### config.mk
export PLATFORM = sky130hd
export DESIGN_NAME = multicycle_control_fsm
export DESIGN_NICKNAME = d
export VERILOG_FILES = /design/src/rtl/multicycle_control_fsm_pkg.sv /design/src/rtl/multicycle_control_fsm_alu_decoder.sv /design/src/rtl/multicycle_control_fsm.sv
export SDC_FILE = /design/constraint.sdc
export NUM_CORES = 1
export LEC_CHECK = 0
export BUFFER_PORTS_ARGS = -buffer_cell sky130_fd_sc_hd__buf_4
export CAP_MARGIN = 10
export CORE_ASPECT_RATIO = 0.8
export CORE_MARGIN = 4
export CORE_UTILIZATION = 40
export DETAILED_ROUTE_END_ITERATION = 8
export PLACE_DENSITY_LB_ADDON = 0.25
export SYNTH_ARGS = -nofsm -noshare
export SYNTH_HDL_FRONTEND = slang
export SYNTH_HIERARCHICAL = 1
export SYNTH_SLANG_ARGS = --single-unit
### constraint.sdc
create_clock -name clk -period 2.1 [get_ports clk]
set_clock_uncertainty 0.2 [all_clocks]
set_input_delay 0.21 -clock clk [delete_from_list [all_inputs] [get_ports clk]]
set_output_delay 0.21 -clock clk [all_outputs]
set_load 0.1 [all_outputs]
### src/rtl/multicycle_control_fsm_pkg.sv
// Shared definitions for the multicycle RV32I controller.
// Holds the state encodings, the opcodes the controller recognises, and the
// encodings of every datapath select it drives. No ports.
package multicycle_control_fsm_pkg;

  typedef enum logic [3:0] {
    S_FETCH    = 4'd0,
    S_DECODE   = 4'd1,
    S_MEMADR   = 4'd2,
    S_MEMREAD  = 4'd3,
    S_MEMWRITE = 4'd4,
    S_MEMWB    = 4'd5,
    S_EXECUTER = 4'd6,
    S_EXECUTEI = 4'd7,
    S_ALUWB    = 4'd8,
    S_BEQ      = 4'd9,
    S_JAL      = 4'd10
  } state_t;

  localparam logic [6:0] OP_LW  = 7'b0000011;
  localparam logic [6:0] OP_SW  = 7'b0100011;
  localparam logic [6:0] OP_R   = 7'b0110011;
  localparam logic [6:0] OP_I   = 7'b0010011;
  localparam logic [6:0] OP_BEQ = 7'b1100011;
  localparam logic [6:0] OP_JAL = 7'b1101111;

  localparam logic [1:0] RES_ALUOUT    = 2'b00;
  localparam logic [1:0] RES_DATA      = 2'b01;
  localparam logic [1:0] RES_ALURESULT = 2'b10;

  localparam logic [1:0] SRCA_PC    = 2'b00;
  localparam logic [1:0] SRCA_OLDPC = 2'b01;
  localparam logic [1:0] SRCA_RS1   = 2'b10;

  localparam logic [1:0] SRCB_RS2  = 2'b00;
  localparam logic [1:0] SRCB_IMM  = 2'b01;
  localparam logic [1:0] SRCB_FOUR = 2'b10;

  localparam logic [1:0] IMM_I = 2'b00;
  localparam logic [1:0] IMM_S = 2'b01;
  localparam logic [1:0] IMM_B = 2'b10;
  localparam logic [1:0] IMM_J = 2'b11;

  localparam logic [1:0] ALUOP_ADD   = 2'b00;
  localparam logic [1:0] ALUOP_SUB   = 2'b01;
  localparam logic [1:0] ALUOP_FUNCT = 2'b10;

endpackage

### src/rtl/multicycle_control_fsm_alu_decoder.sv
// ALU decoder: maps alu_op plus the instruction function fields to the ALU
// operation code.
// Ports: alu_op (2), funct3 (3), funct7_5, op5 in; alu_control (3) out.
// alu_control: 000 add, 001 sub, 010 and, 011 or, 100 xor, 101 slt.
import multicycle_control_fsm_pkg::*;

module alu_decoder (
  input  logic [1:0] alu_op,
  input  logic [2:0] funct3,
  input  logic       funct7_5,
  input  logic       op5,
  output logic [2:0] alu_control
);

  always_comb begin
    alu_control = 3'b000;
    case (alu_op)
      ALUOP_ADD: alu_control = 3'b000;
      ALUOP_SUB: alu_control = 3'b001;
      ALUOP_FUNCT: begin
        case (funct3)
          // Only R-type (op5=1) can request sub; addi with imm[30]=1 stays add.
          3'b000:  alu_control = (op5 && funct7_5) ? 3'b001 : 3'b000;
          3'b010:  alu_control = 3'b101;
          3'b100:  alu_control = 3'b100;
          3'b110:  alu_control = 3'b011;
          3'b111:  alu_control = 3'b010;
          default: alu_control = 3'b000;
        endcase
      end
      default: alu_control = 3'b000;
    endcase
  end

endmodule

### src/rtl/multicycle_control_fsm.sv
// Main controller for the multicycle RV32I datapath. Steps each instruction
// through fetch, decode, execute, memory and writeback and drives the
// datapath selects / enables. Outputs are decoded from the state register,
// with mem_ready gating the fetch enables and zero gating the branch.
// Ports: clk, reset (sync, active-high), op/funct3/funct7_5 from the IR,
// zero, mem_ready in; pc_write, adr_src, mem_write, ir_write, result_src,
// alu_src_a, alu_src_b, alu_op, alu_control, imm_src, reg_write,
// illegal_op out.
import multicycle_control_fsm_pkg::*;

module multicycle_control_fsm #(
  parameter bit MEM_WAIT_EN = 1'b1
) (
  input  logic       clk,
  input  logic       reset,
  input  logic [6:0] op,
  input  logic [2:0] funct3,
  input  logic       funct7_5,
  input  logic       zero,
  input  logic       mem_ready,
  output logic       pc_write,
  output logic       adr_src,
  output logic       mem_write,
  output logic       ir_write,
  output logic [1:0] result_src,
  output logic [1:0] alu_src_a,
  output logic [1:0] alu_src_b,
  output logic [1:0] alu_op,
  output logic [2:0] alu_control,
  output logic [1:0] imm_src,
  output logic       reg_write,
  output logic       illegal_op
);

  state_t r_state;
  logic   w_mem_ready;

  assign w_mem_ready = MEM_WAIT_EN ? mem_ready : 1'b1;

  always_ff @(posedge clk) begin
    if (reset) begin
      r_state <= S_FETCH;
    end else begin
      case (r_state)
        S_FETCH:    r_state <= w_mem_ready ? S_DECODE : S_FETCH;
        S_DECODE: begin
          case (op)
            OP_LW, OP_SW: r_state <= S_MEMADR;
            OP_R:         r_state <= S_EXECUTER;
            OP_I:         r_state <= S_EXECUTEI;
            OP_BEQ:       r_state <= S_BEQ;
            OP_JAL:       r_state <= S_JAL;
            default:      r_state <= S_FETCH;
          endcase
        end
        S_MEMADR:   r_state <= op[5] ? S_MEMWRITE : S_MEMREAD;
        S_MEMREAD:  r_state <= w_mem_ready ? S_MEMWB : S_MEMREAD;
        S_MEMWRITE: r_state <= w_mem_ready ? S_FETCH : S_MEMWRITE;
        S_MEMWB:    r_state <= S_FETCH;
        S_EXECUTER: r_state <= S_ALUWB;
        S_EXECUTEI: r_state <= S_ALUWB;
        S_ALUWB:    r_state <= S_FETCH;
        S_BEQ:      r_state <= S_FETCH;
        // JAL computes PC+4 into ALUOut, then ALUWB writes it to rd.
        S_JAL:      r_state <= S_ALUWB;
        default:    r_state <= S_FETCH;
      endcase
    end
  end

  always_comb begin
    pc_write   = 1'b0;
    adr_src    = 1'b0;
    mem_write  = 1'b0;
    ir_write   = 1'b0;
    result_src = RES_ALUOUT;
    alu_src_a  = SRCA_PC;
    alu_src_b  = SRCB_RS2;
    alu_op     = ALUOP_ADD;
    reg_write  = 1'b0;
    illegal_op = 1'b0;
    if (reset) begin
      // Present fetch selects but suppress every write while in reset.
      alu_src_b  = SRCB_FOUR;
      result_src = RES_ALURESULT;
    end else begin
      case (r_state)
        S_FETCH: begin
          alu_src_b  = SRCB_FOUR;
          result_src = RES_ALURESULT;
          ir_write   = w_mem_ready;
          pc_write   = w_mem_ready;
        end
        S_DECODE: begin
          alu_src_a = SRCA_OLDPC;
          alu_src_b = SRCB_IMM;
          case (op)
            OP_LW, OP_SW, OP_R, OP_I, OP_BEQ, OP_JAL: illegal_op = 1'b0;
            default:                                  illegal_op = 1'b1;
          endcase
        end
        S_MEMADR: begin
          alu_src_a = SRCA_RS1;
          alu_src_b = SRCB_IMM;
        end
        S_MEMREAD: adr_src = 1'b1;
        S_MEMWRITE: begin
          adr_src   = 1'b1;
          mem_write = 1'b1;
        end
        S_MEMWB: begin
          result_src = RES_DATA;
          reg_write  = 1'b1;
        end
        S_EXECUTER: begin
          alu_src_a = SRCA_RS1;
          alu_op    = ALUOP_FUNCT;
        end
        S_EXECUTEI: begin
          alu_src_a = SRCA_RS1;
          alu_src_b = SRCB_IMM;
          alu_op    = ALUOP_FUNCT;
        end
        S_ALUWB: reg_write = 1'b1;
        S_BEQ: begin
          alu_src_a = SRCA_RS1;
          alu_op    = ALUOP_SUB;
          pc_write  = zero;
        end
        S_JAL: begin
          alu_src_a = SRCA_OLDPC;
          alu_src_b = SRCB_FOUR;
          pc_write  = 1'b1;
        end
        default: ;
      endcase
    end
  end

  always_comb begin
    imm_src = IMM_I;
    case (op)
      OP_SW:   imm_src = IMM_S;
      OP_BEQ:  imm_src = IMM_B;
      OP_JAL:  imm_src = IMM_J;
      default: imm_src = IMM_I;
    endcase
  end

  alu_decoder u_alu_decoder (
    .alu_op      (alu_op),
    .funct3      (funct3),
    .funct7_5    (funct7_5),
    .op5         (op[5]),
    .alu_control (alu_control)
  );

endmodule
* Word-level counts from Yosys, hierarchy flattened
Index checks and enable logic that the tools add are counted.
** Operators by class
- Multiplexer cells :: 31
- Reductions and logical operators :: 13
- Equal/unequal tests :: 22
** Operators with widths (number)
- $pmux 4 s6 :: 1
- $pmux 4 s5 :: 1
- $eq 4x3->1 const B :: 4
- $pmux 2 s2 :: 4
- $pmux 3 s5 :: 1
- $eq 7x6->1 const B :: 2
- $eq 7x7->1 const B :: 2
- $mux 1 :: 14
- $eq 4x4->1 const B :: 3
- $reduce_or 2->1 :: 6
- $eq 3x3->1 const B :: 3
- $mux 3 :: 3
- $eq 4x2->1 const B :: 2
- $mux 2 :: 4
- $eq 7x2->1 const B :: 1
- $eq 7x5->1 const B :: 1
- $pmux 2 s3 :: 1
- $pmux 3 s2 :: 1
- $reduce_or 3->1 :: 2
- $reduce_or 6->1 :: 1
- $eq 4x1->1 const B :: 1
- $logic_not 4->1 :: 1
- $reduce_or 4->1 :: 1
- $eq 3x2->1 const B :: 1
- 5 further kinds :: 5
** Word-level totals
- Input port bits :: 15
- Word-level logic and storage cells :: 67
- Output and inout bits :: 19
- Register bits :: 4

* Logic depth before layout (Yosys ltp)
- Depth in word-level cells :: 6
- Gate-level depth with buffers :: 8
- Mapped depth without buffers :: 6

* Modules after synthesis
The synthesis kept the hierarchy.
** By module, submodules not included
- multicycle_control_fsm :: sequential area each 80.1 µm², area an instance 550.5 µm², cells an instance 85, times used 1
- alu_decoder :: sequential area each 0.0 µm², area an instance 98.8 µm², cells an instance 12, times used 1

* Worst setup path after synthesis
OpenSTA, ideal clock, no wires.
- Path kind :: reg-to-output
- From :: register r_state[3]
- To :: output alu_control[0]
- Stages on the path, launching flop included :: 8
- Data arrival time :: 4.771 ns
- Slack :: -3.081 ns
- Buffers on the path :: 2
- Path through :: dfxtp_1 buf_2 buf_2 nand3b_1 nor3_1 ha_1 inv_1 a221oi_2
** On the way
- Cells in the longest elaborated chain, start to end :: 6
- Elaborated cells on any way between the ends :: 9
** RTL lines
- from (decl) :: line multicycle_control_fsm.sv:35 : state_t r_state;
- from (signal assigned) :: line multicycle_control_fsm.sv:45 : S_FETCH: r_state <= w_mem_ready ? S_DECODE : S_FETCH;
- from (signal assigned) :: line multicycle_control_fsm.sv:56 : S_MEMADR: r_state <= op[5] ? S_MEMWRITE : S_MEMREAD;
- from (signal assigned) :: line multicycle_control_fsm.sv:57 : S_MEMREAD: r_state <= w_mem_ready ? S_MEMWB : S_MEMREAD;
- $eq 4x3->1 :: line multicycle_control_fsm.sv:87 : case (r_state)
- $reduce_or 2->1 (no line)
- $pmux 2 s2 * :: line multicycle_control_fsm.sv:87
- $mux 2 * :: line multicycle_control_fsm.sv:82 : if (reset) begin
- net alu_op[0] :: line multicycle_control_fsm.sv:28 : output logic [1:0] alu_op,
- $eq 2x2->1 / $eq 2x1->1 (equally long branches) :: line multicycle_control_fsm_alu_decoder.sv:17 : case (alu_op)
- $pmux 3 s2 * :: line multicycle_control_fsm_alu_decoder.sv:17
- to (decl) :: line multicycle_control_fsm.sv:29 : output logic [2:0] alu_control,
The timed path passes the listed nets; every way through them passes the cells marked *.

* Worst setup path in the final report
- From :: register r_state[2]
- To :: output alu_control[0]
** On the way
- Cells in the longest elaborated chain, start to end :: 6
- Elaborated cells on any way between the ends :: 9
** RTL lines (line)
- $eq 4x3->1 :: multicycle_control_fsm.sv:87
- $reduce_or 2->1 (no line)
- $pmux 2 s2 * :: multicycle_control_fsm.sv:87
- $mux 2 * :: multicycle_control_fsm.sv:82
- $eq 2x2->1 / $eq 2x1->1 (equally long branches) :: multicycle_control_fsm_alu_decoder.sv:17
- $pmux 3 s2 * :: multicycle_control_fsm_alu_decoder.sv:17
Mark *: on every way between the ends. The rest lies on a longest branch, timed or not.

==> run metrics <==
DP Wirelength=1640 um; unrepaired setup endpoints after global routing=true; Diodes inserted=0; final wirelength=2120 um; Achievable Freq=455 MHz; CTS buffer count=3; hold_sp=reset; Yosys cell types=37; Mapped Cells=97; filler instances=112; max-cap check violation count=0; Clock Pin Slew Worst Setup and Hold Paths=0.04 ns; Max Transition Viols Final=0; CP max stage cell=dfxtp_2; TritonCTS clock tree=done; Vias per Instance=5.50; sequential element share of the synthesized area=0.123; crit path max fanout=3; top_reg_cell synth=dfxtp_1; H-tree depth=1; ANT nets after route=0; synthesis-stage register bit count=4; leak pwr=0.479 nW; mux share of post-synthesis cell area=0.0154; ratio of cells with drive above 1 in the final layout=0.507; largest family of logic cells by synthesized area=simple AND/OR/NAND/NOR gates; Peak VDD IR=0.294 mV; PD cells=289 nW/um^2; Core ar.=1460 um^2; Layout Nets=155; GRT Util Overall=0.201; DRC=0; chip height=44.0 um; status=finished, violations left; Hold Path Class=in2reg; commonest non-fill, non-tap cell in the layout=buf_4; Synth Area in Adders=0.0385; RR Startpoint=r_state[3]; initial antenna violation count=0; endpoint class of the critical path=output pin; FFs w/ async S/R, synth=0; max FFs per register=4; CP startpoint=r_state[2]; CP Launch Type=flip-flop; Synth Area in XOR/XNOR=0.0405; drt pass-1 iters=4; Hold Slack=0.0319 ns; Compound-Gate Fraction of Synth Area=0.231; Root Buffer=clkbuf_4; GP Congestion=0.838; global route total overflow=0; DR WL/cell=13.5 um; Overall Power=0.327 mW; crit-path cells=nand3b_1 > nor3_4 > ha_2 > nor2_1 > a221oi_4 > buf_12; crit path DAT=1.79 ns; largest net degree at the start of global routing=17; I/O Buffers=33; initial core utilization=0.446; clk sinks=4; Synth Warn #=6; Clock Latency Late Sink=0.23 ns; Worst Tran Pin Value=0.290 ns; Synth Area in Simple Gates=0.480; Crit path required time=1.69 ns; first-pass GRT wire length=3620 um; Rows=12; vias in the first global route=859; CP peak stage delay=0.31 ns; Syn Std Cell Area=649 um^2; failing checks=setup timing; final worst slack=-0.0968 ns; Reg with most FFs=r_state; final setup fails=2; Mapped Avg Cell Area=6.69 um^2; Crit Path Class=reg2out; Vias=863; post-layout min period=2.20 ns; Die Wd=53.0 um; Ports=34; number of synthesized flops with an enable pin=0; Max Buffers Root-to-Sink=2; top flop regs=r_state: 4 flops; Area growth syn-to-layout=73.8%; cts hold-fix bufs=0; most frequent cells in the layout=buf_4, nor2_1, a21oi_1, nand2_1; Die ar.=2340 um^2; Syn Nets=114; final hold vios=0; final cell count without fillers=157; 1st-iter DRT viols=17; Worst slew margin=0.805; Final period util=1.05; dpl cells=153
## synth_stat cells, types with 3 or more instances
cell,count,share of area
buf_2,4,0.031
nor3_1,8,0.062
o21ai_0,4,0.031
a22oi_1,3,0.035
nor2_1,16,0.092
nand2b_1,3,0.029
nand3b_1,4,0.046
dfxtp_1,4,0.12
and3_1,3,0.029
inv_1,4,0.023
nand2_1,6,0.035
a21oi_1,7,0.054
## metal layers
layer	track usage	up-vias	share of wire
met5	0	-	0
met4	0.0561	0	0.0038
met3	0.0370	2	0.079
met2	0.351	39	0.51
met1	0.249	394	0.40
li1	-	428	-
## critical path, delay by kind of cell, from the launching register on
family	cells	cell delay, ns
buffers and inverters	1	0.21
AOI/OAI and AO/OA	1	0.29
and+or+nand+nor	3	0.52
DFF	1	0.31
adders and majority gates	1	0.23
## cell families (layout without fill, tap and decap cells)
family          count (synthesis)  count (layout)
simple gates                   55              55
compound gates                 22              22
buf+inv                        10              49
flops                           4               4
xor+xnor                        3               3
fa+ha+maj                       2               2
mux                             1               1
## repair_timing
action                     4_1_cts  5_1_grt
pin swaps                        0        0
hold endpoints to repair         0        0
resized for setup                6        5
setup endpoints to repair        2        5
buffers inserted                 0        1
## layout make-up
class	instances	area, um^2	share of cell area
flip-flops and latches	4	85.1	0.0754
repair buffers	42	348	0.308
clock buffers	3	22.5	0.0200
well taps	21	26.3	0.0233
multi-input cells	83	632	0.560
inverters	4	15.0	0.0133
## worst paths after layout
path,endpoint,slack [ns],cells after the start
setup reg to reg,r_state[2],0.51,5
setup / recovery,alu_control[0],-0.1,6
hold / removal,r_state[3],0.03,2
hold reg to reg,r_state[1],0.53,4
## report_power, final
group | internal [mW] | switching [mW]
Clock | 0.0637 | 0.0283
Sequential | 0.0781 | 0.000920
Combinational | 0.0538 | 0.102
Total | 0.196 | 0.131
## per-stage QoR
step                      utilization  setup slack (ns)  area (um^2)  TNS, ns
after floorplan                     -             -1.17          773    -5.10
after global placement          0.724            0.0989         1050        0
after detailed placement        0.724            0.0777         1050        0
final                           0.775           -0.0968         1130   -0.191
after global routing            0.775            -0.183         1130   -0.387
after CTS                       0.757            -0.102         1100   -0.191
Note: power is estimated with default switching activity, not from simulation.
